### src/rtl/dsm_decimator.sv
// Third-order CIC (sinc3) decimator turning a 1-bit delta-sigma stream into signed PCM.
// Optional build macro DSM_DECIMATOR_SAT_EN clamps the output instead of wrapping.
module dsm_decimator #(
    parameter int WIDTH      = 16,
    parameter int DECIM_LOG2 = 6
) (
    input  logic             aclk,
    input  logic             arst,
    input  logic             s_axis_data_tdata,
    input  logic             s_axis_data_tvalid,
    output logic             s_axis_data_tready,
    output logic [WIDTH-1:0] m_axis_data_tdata,
    output logic             m_axis_data_tvalid,
    input  logic             m_axis_data_tready
);

    localparam int B = 3 * DECIM_LOG2 + 1;
`ifdef DSM_DECIMATOR_SAT_EN
    // One guard bit so that +R**3 stays distinguishable from -R**3 before clamping.
    localparam int CW = B + 1;
    localparam logic signed [CW-1:0] SAT_MAX = {{(CW-WIDTH+1){1'b0}}, {(WIDTH-1){1'b1}}};
    localparam logic signed [CW-1:0] SAT_MIN = {{(CW-WIDTH+1){1'b1}}, {(WIDTH-1){1'b0}}};
`else
    localparam int CW = B;
`endif
    localparam int SH = B - WIDTH;
    localparam logic [DECIM_LOG2-1:0] CNT_LAST = '1;

    generate
        if (WIDTH > B || WIDTH < 2) begin : g_bad_width
            $error("dsm_decimator: WIDTH must lie in 2..3*DECIM_LOG2+1");
        end
        if (DECIM_LOG2 < 1 || DECIM_LOG2 > 10) begin : g_bad_decim
            $error("dsm_decimator: DECIM_LOG2 must lie in 1..10");
        end
    endgenerate

    logic [DECIM_LOG2-1:0] r_cnt;
    logic signed [CW-1:0]  r_int1, r_int2, r_int3;
    logic signed [CW-1:0]  r_dly1, r_dly2, r_dly3;
    logic [WIDTH-1:0]      r_tdata;
    logic                  r_tvalid;

    logic                  w_in_hs, w_last, w_load;
    logic signed [CW-1:0]  w_step;
    logic signed [CW-1:0]  w_i1, w_i2, w_i3;
    logic signed [CW-1:0]  w_c1, w_c2, w_c3;
    logic signed [CW-1:0]  w_shift;
    logic [WIDTH-1:0]      w_out;
    logic                  w_unused_bits;

    // Stall the input only when the last beat would overwrite a sample still waiting downstream.
    assign w_last             = (r_cnt == CNT_LAST);
    assign s_axis_data_tready = arst | ~(w_last & r_tvalid & ~m_axis_data_tready);
    assign w_in_hs            = s_axis_data_tvalid & s_axis_data_tready;
    assign w_load             = w_in_hs & w_last;

    assign m_axis_data_tdata  = r_tdata;
    assign m_axis_data_tvalid = r_tvalid;
    assign w_unused_bits      = ^w_shift;

    // Integrator chain including the current beat, then comb chain evaluated on frame end.
    always_comb begin
        if (s_axis_data_tdata) begin
            w_step = {{(CW-1){1'b0}}, 1'b1};
        end else begin
            w_step = {CW{1'b1}};
        end
        w_i1    = r_int1 + w_step;
        w_i2    = r_int2 + w_i1;
        w_i3    = r_int3 + w_i2;
        w_c1    = w_i3 - r_dly1;
        w_c2    = w_c1 - r_dly2;
        w_c3    = w_c2 - r_dly3;
        w_shift = w_c3 >>> SH;
    end

    // Output scaling: clamp in the saturating build, plain truncation otherwise.
    always_comb begin
`ifdef DSM_DECIMATOR_SAT_EN
        if (w_shift > SAT_MAX) begin
            w_out = SAT_MAX[WIDTH-1:0];
        end else if (w_shift < SAT_MIN) begin
            w_out = SAT_MIN[WIDTH-1:0];
        end else begin
            w_out = w_shift[WIDTH-1:0];
        end
`else
        w_out = w_shift[WIDTH-1:0];
`endif
    end

    // Integrators, beat counter and comb delays advance only on accepted input beats.
    always_ff @(posedge aclk) begin
        if (arst) begin
            r_cnt  <= '0;
            r_int1 <= '0;
            r_int2 <= '0;
            r_int3 <= '0;
            r_dly1 <= '0;
            r_dly2 <= '0;
            r_dly3 <= '0;
        end else if (w_in_hs) begin
            r_cnt  <= r_cnt + 1'b1;
            r_int1 <= w_i1;
            r_int2 <= w_i2;
            r_int3 <= w_i3;
            if (w_last) begin
                r_dly1 <= w_i3;
                r_dly2 <= w_c1;
                r_dly3 <= w_c2;
            end
        end
    end

    // Output register: a new sample wins over a simultaneous downstream handshake.
    always_ff @(posedge aclk) begin
        if (arst) begin
            r_tdata  <= '0;
            r_tvalid <= 1'b0;
        end else if (w_load) begin
            r_tdata  <= w_out;
            r_tvalid <= 1'b1;
        end else if (m_axis_data_tready) begin
            r_tvalid <= 1'b0;
        end
    end

endmodule
### config.mk
export PLATFORM = sky130hd
export DESIGN_NAME = dsm_decimator
export DESIGN_NICKNAME = d
export VERILOG_FILES = /design/src/rtl/dsm_decimator.sv
export SDC_FILE = /design/constraint.sdc
export NUM_CORES = 1
export LEC_CHECK = 0
export ABC_AREA = 1
export BUFFER_PORTS_ARGS = -buffer_cell sky130_fd_sc_hd__buf_4
export CAP_MARGIN = 20
export CORE_AREA = 2 2 151 227
export DETAILED_ROUTE_END_ITERATION = 7
export DIE_AREA = 0 0 153 229
export GPL_TIMING_DRIVEN = 0
export PLACE_DENSITY_LB_ADDON = 0.25
export SLEW_MARGIN = 0
export SYNTH_ARGS = -nofsm -noshare
export SYNTH_HDL_FRONTEND = slang
export SYNTH_SLANG_ARGS = --single-unit
### constraint.sdc
create_clock -name aclk -period 7.99 [get_ports aclk]
set_clock_uncertainty 0.05 [all_clocks]
set_input_delay 0.799 -clock aclk [delete_from_list [all_inputs] [get_ports aclk]]
set_output_delay 0.799 -clock aclk [all_outputs]
set_load 0.1 [all_outputs]
# Yosys cells after proc, flatten, opt, wreduce, memory -nomap -nowiden
# Cells that the tools add are included.
[totals] ff_bits=137 elab_cells=29
[op_classes] n_addsub=7 eq_ne=1 n_mux=3 bitwise=7 reduce_logical=2
[op_table] op="$add 19x19->19" n=3
[op_table] op="$sub 19x19->19" n=3
[op_table] op="$mux 19" n=1
[op_table] op="$add 6x1->6 const B" n=1
[op_table] op="$eq 6x6->1 const B" n=1
[op_table] op="$and 1x1->1" n=4
[op_table] op="$mux 1" n=2
[op_table] op="$not 1->1" n=2
[op_table] op="$reduce_and 2->1" n=1
[op_table] op="$reduce_bool 2->1" n=1
[op_table] op="$or 1x1->1" n=1

# Depth between registers and ports, before layout
# Gate-level depths: netlist (run 1).
[depth] word_depth=8 depth_mapped=51 mapped_depth_nobuf=51

# Worst setup path after synthesis (run 1)
# OpenSTA, ideal clock, no wires.
[synth_timing] kind="input-to-reg" start="in s_axis_data_tdata" end="reg r_tdata[15] (netlist: m_axis_data_tdata[15])" setup_time_ps=69 arrival_ps=7778 path_slack_ps=93 stages=50 n_path_buf=0 path_cell_list="inv_1 -> ha_1 -> nand2_1 -> nand2_1 -> a31oi_1 -> xnor2_1 -> ha_1 -> a21oi_1 -> inv_1 -> a31oi_1 -> o21ai_1 -> xor2_1 -> ha_1 -> a21oi_1 -> inv_1 -> a31oi_1 -> xnor2_1 -> ha_1 -> (+14 left out) -> xor2_1 -> ha_1 -> a21oi_1 -> o21ai_0 -> a21oi_1 -> nand2_1 -> nand2_1 -> nand2_1 -> nand2_1 -> nand2_1 -> nand2_1 -> inv_1 -> or2_1 -> xnor2_1 -> inv_1 -> nand3_2 -> nand2_2 -> a21oi_2"
[synth_via] elab_chain_len=7
[synth_lines] item="start: declaration" line_no="9" text="input logic s_axis_data_tdata,"
[synth_lines] item="$mux 19" line_no="64" text="if (s_axis_data_tdata) begin"
[synth_lines] item="$add 19x19->19" line_no="69" text="w_i1 = r_int1 + w_step;"
[synth_lines] item="named net w_i1[4]" line_no="46" text="logic signed [CW-1:0] w_i1, w_i2, w_i3;"
[synth_lines] item="$add 19x19->19" line_no="70" text="w_i2 = r_int2 + w_i1;"
[synth_lines] item="named net w_i2[7]" line_no="46"
[synth_lines] item="$add 19x19->19" line_no="71" text="w_i3 = r_int3 + w_i2;"
[synth_lines] item="named net w_i3[8]" line_no="46"
[synth_lines] item="$sub 19x19->19" line_no="72" text="w_c1 = w_i3 - r_dly1;"
[synth_lines] item="named net w_c1[9]" line_no="47" text="logic signed [CW-1:0] w_c1, w_c2, w_c3;"
[synth_lines] item="$sub 19x19->19" line_no="73" text="w_c2 = w_c1 - r_dly2;"
[synth_lines] item="named net w_c2[14]" line_no="47"
[synth_lines] item="$sub 19x19->19" line_no="74" text="w_c3 = w_c2 - r_dly3;"
[synth_lines] item="end signal: assignment" line_no="122" text="r_tdata <= w_out;"
[synth_lines] item="end: declaration" line_no="41" text="logic [WIDTH-1:0] r_tdata;"
# The timed path passes the listed nets, and every way through them passes these cells.
# A chain may end at the register's enable or synchronous reset.

# Worst setup path after layout (run 1)
# Ends and elaborated chain as after synthesis.

==> flow_metrics.tcl, run 1 <==
set metrics [dict create \
    status "finished clean" \
    fin_crit_sh_pct 97.89 \
    hold_violations 0 \
    ioPinCount 23 \
    synth.distinct_cells 44 \
    synth_area_leaders "dfxtp_1 28%, ha_1 14%, inv_1 9.3%" \
    dpl_cell_area_um2 10520 \
    cts_sinks 137 \
    drv_cap 0 \
    yosys_warnings 0 \
    route.detailed.drc 0 \
    slew_headroom_pct 38.37 \
    tightest_slew_ns 0.9244 \
    synth_top_area_share_pct 27.88 \
    path_clk_slew_ns 0.06 \
    synth-seq-cells 137 \
    arrival_ns 8.08 \
    initial_utilization_pct 29.68 \
    h-tree-depth 4 \
    period_minus_slack_ns 7.822 \
    cts_tree "yes" \
    firstDrtPassIters 5 \
    rsz0062_at_grt "true" \
    synthArstFlopShare_pct 0 \
    viasPerCell 4.776 \
    avgSynthCellArea_um2 7.066 \
    overflow 0 \
    startpoint_type "input port" \
    io_buffer_count 21 \
    yosys_most_used_dff "dfxtp_1" \
    fillers 3477 \
    ant_nets 0 \
    clock_latency_ns 0.44 \
    grt_usage_pct 15.77 \
    netlist.top_cell.by_area "dfxtp_1" \
    place.gp.congestion 0.8785 \
    grt_pass1_wl_mm 44.10 \
    drive_gt1_share_pct 18.85 \
    cts_max_path_buffers 2 \
    num_rows 82 \
    grt_max_degree 17 \
    min_path_type "flop to flop" \
    die_w_um 153 \
    crit_top_cell "nand2_2" \
    core_um2 33140 \
    synth_edf_count 0 \
    synth_most_common_cell "inv_1" \
    synth_commonest_cells "243 x inv_1, 171 x a21oi_1, 167 x nand2_1, 148 x o21ai_0, 137 x dfxtp_1" \
    end_kind "flop" \
    antennaDiodeCount 0 \
    wire_per_inst_um 14.57 \
    worstPathRequired_ns 8.24 \
    slew_viol_final 0 \
    drt_iter0_markers 272 \
    max_freq_mhz 127.8 \
    antenna_found_initial 0 \
    netlist_instances 1392 \
    dp_hpwl_mm 20.99 \
    cp_max_fo 7 \
    grt_pass1_vias 8729 \
    nets 1604 \
    timing.hold.ws_ns 0.4101 \
    cts_buffers 17 \
    num_vias 9151 \
    synth_fp_nets 1513 \
    dieArea_um2 35040 \
    crit_type "input port to flop" \
    slowest_stage "fa_2" \
    area_delta_synth_final_pct 27.58 \
    stdcell_area_um2 12550 \
    yosysSeqAreaShare_pct 27.88 \
    hold_buffers 0 \
    drt_wl_total_mm 27.92 \
    die_h_um 229 \
    cts_root_buffer "clkbuf_16" \
    netlist_area_um2 9836 \
    worst_path_largest_cell_delay_ns 0.48 \
    setup_violations 0 \
]
[kinds of logic (layout without fill, tap and decap cells)]
family | Yosys count | after routing | share of synthesized area [%]
XOR/XNOR | 90 | 90 | 8.014
adder cells (fa/ha/maj) | 116 | 116 | 15.14
AND/OR/NAND/NOR | 373 | 373 | 16.50
AO/OA/AOI/OAI | 388 | 388 | 21.45
buffers and inverters | 288 | 392 | 11.02
flip-flops | 137 | 137 | 27.88
[state kept, by name (all words and copies together) (netlist names)]
name                count
r_cnt                   6
m_axis_data_tdata      16
r_dly2                 19
r_int2                 19
r_int3                 19
r_dly1                 19
r_dly3                 19
m_axis_data_tvalid      1
r_int1                 19
[layout make-up]
class / count / area [um2] / area share [%]
plain buffers: 43 / 163.9 / 1.306
clock buffers: 22 / 484.2 / 3.859
clock inverters: 10 / 116.4 / 0.9273
inverters: 245 / 923.4 / 7.359
multi-input cells: 967 / 7039 / 56.10
flip-flops and latches: 137 / 2743 / 21.86
well taps: 420 / 525.5 / 4.188
repair buffers: 72 / 553.0 / 4.407
[through the flow]
step           utilization (%)  worst slack [ns]  TNS (ns)  cells
2_1_floorplan                -           0.09329         0   1392
3_3_place_gp             31.74            -1.670    -7.538   1833
3_5_place_dp             31.76            -1.750    -7.830   1834
4_1_cts                  35.20          0.007033         0   1892
5_1_grt                  37.87           -0.2740   -0.2755   1916
6_report                 37.87            0.1682         0   1916
[worst paths after layout]
| kind | from | endpoint | slack [ns] | depth (start not counted) |
|---|---|---|---|---|
| setup / recovery | s_axis_data_tdata | m_axis_data_tdata[15] | 0.17 | 49 |
| hold / removal | r_dly1[4] | r_dly1[4] | 0.41 | 2 |
| setup reg to reg | r_int1[0] | m_axis_data_tdata[15] | 0.54 | 47 |
| hold reg to reg | r_dly1[4] | r_dly1[4] | 0.41 | 2 |
[worst max-delay path, delay by kind of cell]
kind / cells / cell delay (ns)
AO/OA/AOI/OAI: 16 / 2.52
adder cells (fa/ha/maj): 6 / 1.85
AND/OR/NAND/NOR: 15 / 1.26
XOR/XNOR: 6 / 1.06
buffers and inverters: 6 / 0.58
[metal layers]
| layer | vias to the layer above | GRT usage (%) | wire, um |
|---|---|---|---|
| met1 | 4267 | 16.90 | 11180 |
| met5 | - | 0 | 0 |
| met3 | 40 | 2.100 | 553 |
| met4 | 0 | 5.990 | 762 |
| li1 | 4738 | - | - |
| met2 | 106 | 30.86 | 15420 |
[placed cells by master, fill, tap and decap left out, drive strengths merged, types with 11 or more instances in the layout]
cell      n
o211ai   11
nand2   176
xnor2    35
xor2     55
o21ai   159
clkbuf   60
ha      111
dfxtp   137
nor2    113
a21oi   176
nand3    58
inv     245
buf      77
a31oi    11
[what timing repair did]
| action | 4_1_cts | 5_1_grt |
|---|---|---|
| pin swaps | 21 | 63 |
| endpoints found under the setup margin | 6 | 4 |
| setup buffers | 26 | 24 |
| gates resized for setup | 62 | 126 |
Power of run 1 is left out: the tool's default activity adds up to more than one toggle a clock period on the data nets, which glitch-free logic cannot reach.
==> run 2: changes to the inputs <==
Settings changed: CORE_AREA 2 2 151 227 to 2 2 124 187, DIE_AREA 0 0 153 229 to 0 0 126 189, GPL_TIMING_DRIVEN 0 to 1.
Clock period 7.99 ns to 6.5 ns, I/O delays scaled along.
==> run 2 against run 1 <==
Net effect: the flow now finishes with violations (setup timing); global-route usage grew 6.3 points; final cell count grew 2.5%; setup slack lost 1.2 ns; flip-flop and latch count is the same; sequential share of layout area shrank 2.8 points.
==> flow_metrics.tcl, run 2 (synthesized netlist as in run 1, its figures left out) <==
set metrics [dict create \
    num_vias 9944 \
    cts_max_path_buffers 2 \
    core_um2 22130 \
    cts_tree "yes" \
    status "finished, violations left" \
    clock_latency_ns 0.44 \
    cts_root_buffer "clkbuf_16" \
    wire_per_inst_um 14.01 \
    num_rows 67 \
    initial_utilization_pct 44.44 \
    period_minus_slack_ns 7.581 \
    crit_type "input port to flop" \
    setup_violations 10 \
    fin_crit_sh_pct 116.6 \
    io_buffer_count 22 \
    antenna_found_initial 0 \
    most-common-layout-cells "286 x buf_4, 233 x inv_1, 148 x nand2_1, 137 x dfxtp_1, 132 x o21ai_0" \
    slew_headroom_pct 36.88 \
    drv_cap 0 \
    drt_iter0_markers 405 \
    grt_pass1_wl_mm 43.62 \
    h-tree-depth 4 \
    multi_input_area_um2 7416 \
    seqCellArea_um2 2743 \
    antennaDiodeCount 0 \
    ioPinCount 23 \
    violations "setup timing" \
    area_delta_synth_final_pct 46.19 \
    overflow 0 \
    slowest_stage "ha_1" \
    hold_violations 0 \
    arrival_ns 7.91 \
    final_common_cell "buf_4" \
    die_w_um 126 \
    dp_hpwl_mm 17.61 \
    fillers 1835 \
    crit_family "compound AO/OA/AOI/OAI gates" \
    crit_top_cell "nand2_1" \
    worstPathRequired_ns 6.82 \
    drt_wl_total_mm 27.50 \
    firstDrtPassIters 6 \
    nets 1795 \
    worst-path-buf-inv 8 \
    die_h_um 189 \
    max_freq_mhz 131.9 \
    ant_nets 0 \
    slew_viol_final 0 \
    dieArea_um2 23810 \
    place.gp.congestion 0.8583 \
    path_clk_slew_ns 0.06 \
    cts_buffers 17 \
    grt_max_degree 101 \
    cts_sinks 137 \
    end_kind "flop" \
    rsz0062_at_grt "true" \
    worst_path_largest_cell_delay_ns 0.38 \
    tightest_slew_ns 0.9469 \
    startpoint_type "input port" \
    route.detailed.drc 0 \
    drive_gt1_share_pct 34.44 \
    grt_pass1_vias 10019 \
    worst_slack_ns -1.081 \
    cp_max_fo 7 \
    viasPerCell 5.066 \
    placed_cells 1881 \
    fin_cells 1963 \
    min_path_type "flop to flop" \
    grt_usage_pct 22.07 \
]
run 2: cell count changes in the layout (fill, tap and decap cells not counted), sizes merged:
cell,change
inv,-2
clkinvlp,+1
clkinv,+4
buf,+229
clkbuf,-40
bufinv,-1
run 2: final timing paths:
check | from | end | slack [ns] | cells past startpoint
min | r_dly2[3] | r_dly2[3] | 0.41 | 2
max reg2reg | r_int1[1] | m_axis_data_tdata[15] | -0.90 | 46
min reg2reg | r_dly2[3] | r_dly2[3] | 0.41 | 2
max | s_axis_data_tdata | m_axis_data_tdata[15] | -1.08 | 49
run 2: timing repair:
item                       CTS  global route
gates resized for setup     96           161
pin swaps                   36            83
buffers inserted            39            19
setup endpoints to repair   14            16
hold buffers                 0             0
run 2: through the flow:
step / utilization [%] / hold WS (ns) / worst slack, ns / setup TNS [ns] / area (um2)
floorplan: - / 0.3853 / -1.043 / -2.966 / 9936
global placement: 54.41 / 0.3966 / -1.534 / -13.50 / 12040
detailed placement: 54.41 / 0.4049 / -1.660 / -14.24 / 12040
CTS: 60.43 / 0.4110 / -0.8773 / -4.655 / 13370
global route: 64.97 / 0.4389 / -1.516 / -9.167 / 14380
finish: 64.97 / 0.4122 / -1.081 / -5.475 / 14380
run 2: per-layer routing:
metal  GRT usage, %  vias up  part of all wire, %
met4          11.45        0                  4.5
met3          3.476       75                  2.2
met5              0        -                    0
li1               -     5105                    -
met1          22.36     4628                   39
met2          42.72      136                   54
run 2: final cells by class:
type	count	area share (%)
repair buffers	306	16.59
well taps	276	2.402
inverters	245	6.422
clock inverters	12	0.6961
multi-input cells	967	51.57
clock buffers	20	3.246
flip-flops and latches	137	19.07
run 2: worst min-delay path: cells and delay by family, from the launching register on:
kind | cells | cell delay, ns
flops | 1 | 0.30
compound gates | 1 | 0.06
buf+inv | 1 | 0.06
Power of run 2 is left out for the same reason.
==> run 3: changes to the inputs <==
Settings changed: ABC_AREA 1 to 0, CORE_AREA 2 2 124 187 to 2 2 121 182, DIE_AREA 0 0 126 189 to 0 0 123 184.
==> run 3 against run 2 <==
Net effect: the run still ends with setup timing left; utilization increased by 4.4 points; global-route usage increased by 0.47 points; critical path depth decreased by 7; non-clock buffer count increased by 52; worst hold slack got worse by 0.011 ns; final cell count decreased by 6.4%; setup slack got worse by 0.12 ns; sequential share of layout area decreased by 0.24 points; synthesized cell count decreased by 12%; via count decreased by 1.3%.
==> flow_metrics.tcl, run 3 <==
set metrics [dict create \
    fillers 1498 \
    num_vias 9817 \
    netlist_area_um2 9381 \
    synth_edf_count 0 \
    cp_max_fo 5 \
    synth_commonest_cells "247 x nand2_1, 178 x a21oi_1, 137 x dfxtp_1, 111 x ha_1, 89 x inv_1" \
    tightest_slew_ns 0.9220 \
    end_kind "flop" \
    area_delta_synth_final_pct 55.24 \
    die_h_um 184 \
    netlist.top_cell.by_area "dfxtp_1" \
    yosysSeqAreaShare_pct 29.23 \
    startpoint_type "input port" \
    drv_cap 0 \
    drt_iter0_markers 445 \
    overflow 0 \
    cts_max_path_buffers 2 \
    slowest_stage "ha_1" \
    crit_family "compound AO/OA/AOI/OAI gates" \
    place.gp.congestion 0.8268 \
    min_path_type "flop to flop" \
    ioPinCount 23 \
    wire_per_inst_um 15.74 \
    final_common_cell "buf_4" \
    drive_gt1_share_pct 39.87 \
    synth_top_area_share_pct 29.23 \
    yosys_warnings 0 \
    synth_area_leaders "dfxtp_1 29%, ha_1 15%, nand2_1 9.9%" \
    worst_slack_ns -1.203 \
    netlist_instances 1224 \
    dp_hpwl_mm 15.94 \
    h-tree-depth 4 \
    arrival_ns 8.02 \
    die_w_um 123 \
    viasPerCell 5.341 \
    antenna_found_initial 0 \
    drt_wl_total_mm 28.92 \
    firstDrtPassIters 5 \
    avgSynthCellArea_um2 7.665 \
    grt_usage_pct 22.54 \
    most-common-layout-cells "319 x buf_4, 237 x nand2_1, 137 x dfxtp_1, 129 x a21oi_1, 85 x inv_1" \
    status "finished, violations left" \
    utilization_pct 69.41 \
    io_buffer_count 22 \
    synth-seq-cells 137 \
    crit_top_cell "buf_4" \
    worst_path_largest_cell_delay_ns 0.34 \
    core_um2 20980 \
    synthArstFlopShare_pct 0 \
    max_freq_mhz 129.8 \
    synth.distinct_cells 55 \
    slew_headroom_pct 38.53 \
    period_minus_slack_ns 7.703 \
    worstPathRequired_ns 6.81 \
    grt_max_degree 82 \
    crit_type "input port to flop" \
    grt_pass1_wl_mm 41.35 \
    synth_fp_nets 1345 \
    grt_pass1_vias 9505 \
    antennaDiodeCount 0 \
    synth_most_common_cell "nand2_1" \
    violations "setup timing" \
    num_rows 65 \
    worst-path-buf-inv 11 \
    yosys_most_used_dff "dfxtp_1" \
    fin_crit_sh_pct 118.5 \
    rsz0062_at_grt "true" \
    route.detailed.drc 0 \
    r2r_slack_ns -1.10 \
    dieArea_um2 22630 \
    cts_tree "yes" \
    slew_viol_final 0 \
    initial_utilization_pct 44.71 \
    hold_violations 0 \
    setup_violations 14 \
    cts_buffers 17 \
    ant_nets 0 \
    cts_sinks 137 \
    path_clk_slew_ns 0.06 \
    tns_ns -7.552 \
    cts_root_buffer "clkbuf_16" \
    clock_latency_ns 0.44 \
    nets 1679 \
]
[run 3: repair_timing]
action,in CTS,in global routing
setup buffers,58,31
resized for setup,139,148
pin swaps,115,94
endpoints found under the setup margin,13,19
hold buffers,0,0
[run 3: metal layers]
metal / track usage, % / vias to the layer above / wire length [um]
li1: - / 4852 / -
met1: 23.29 / 4683 / 11020
met5: 0 / - / 0
met3: 3.381 / 96 / 707
met2: 43.23 / 186 / 15790
met4: 10.73 / 0 / 1405
[run 3: area by class of cell]
type                       instances  area (um2)  area share (%)
clock buffer                      18       429.2           2.947
inverter                          89       342.8           2.354
tap                              268       335.3           2.302
timing repair buffer             358        2850           19.57
clock inverter                    13       130.1          0.8935
sequential                       137        2743           18.83
multi-input combinational        955        7734           53.10
[run 3: final timing paths]
kind / startpoint / cells past startpoint / end
worst max-delay path: s_axis_data_tdata / 42 / m_axis_data_tdata[15]
worst min-delay path: m_axis_data_tdata[12] / 2 / m_axis_data_tdata[12]
worst max register to register: r_int1[1] / 39 / m_axis_data_tdata[15]
worst min register to register: m_axis_data_tdata[12] / 2 / m_axis_data_tdata[12]
[run 3: cell families (layout without fill, tap and decap cells)]
family	after synthesis	count (layout)	share of synthesized area (%)
compound gates	325	325	21.26
xor+xnor	98	98	9.549
fa+ha+maj	116	116	15.87
buf+inv	132	478	5.281
flops	137	137	29.23
mux	2	2	0.2134
simple gates	414	414	18.59
[run 3: worst register-to-register path: cells and delay by family (launching register included)]
kind / cells / cell delay [ns]
buffers and inverters: 8 / 1.09
DFF: 1 / 0.42
adders and majority gates: 6 / 1.84
xor gates and xnor gates: 6 / 1.03
and+or+nand+nor: 3 / 0.38
AOI/OAI and AO/OA: 16 / 2.71
[run 3: per-stage QoR]
stage	hold slack (ns)	setup slack [ns]	cell area, um2	cells
6_report	0.4010	-1.203	14560	1838
5_1_grt	0.4190	-1.479	14560	1838
4_1_cts	0.4035	-0.8986	13480	1815
3_5_place_dp	0.3953	-1.652	11820	1732
3_3_place_gp	0.3910	-1.527	11820	1732
2_1_floorplan	0.3863	-1.104	9510	1224
Power of run 3 is left out for the same reason.
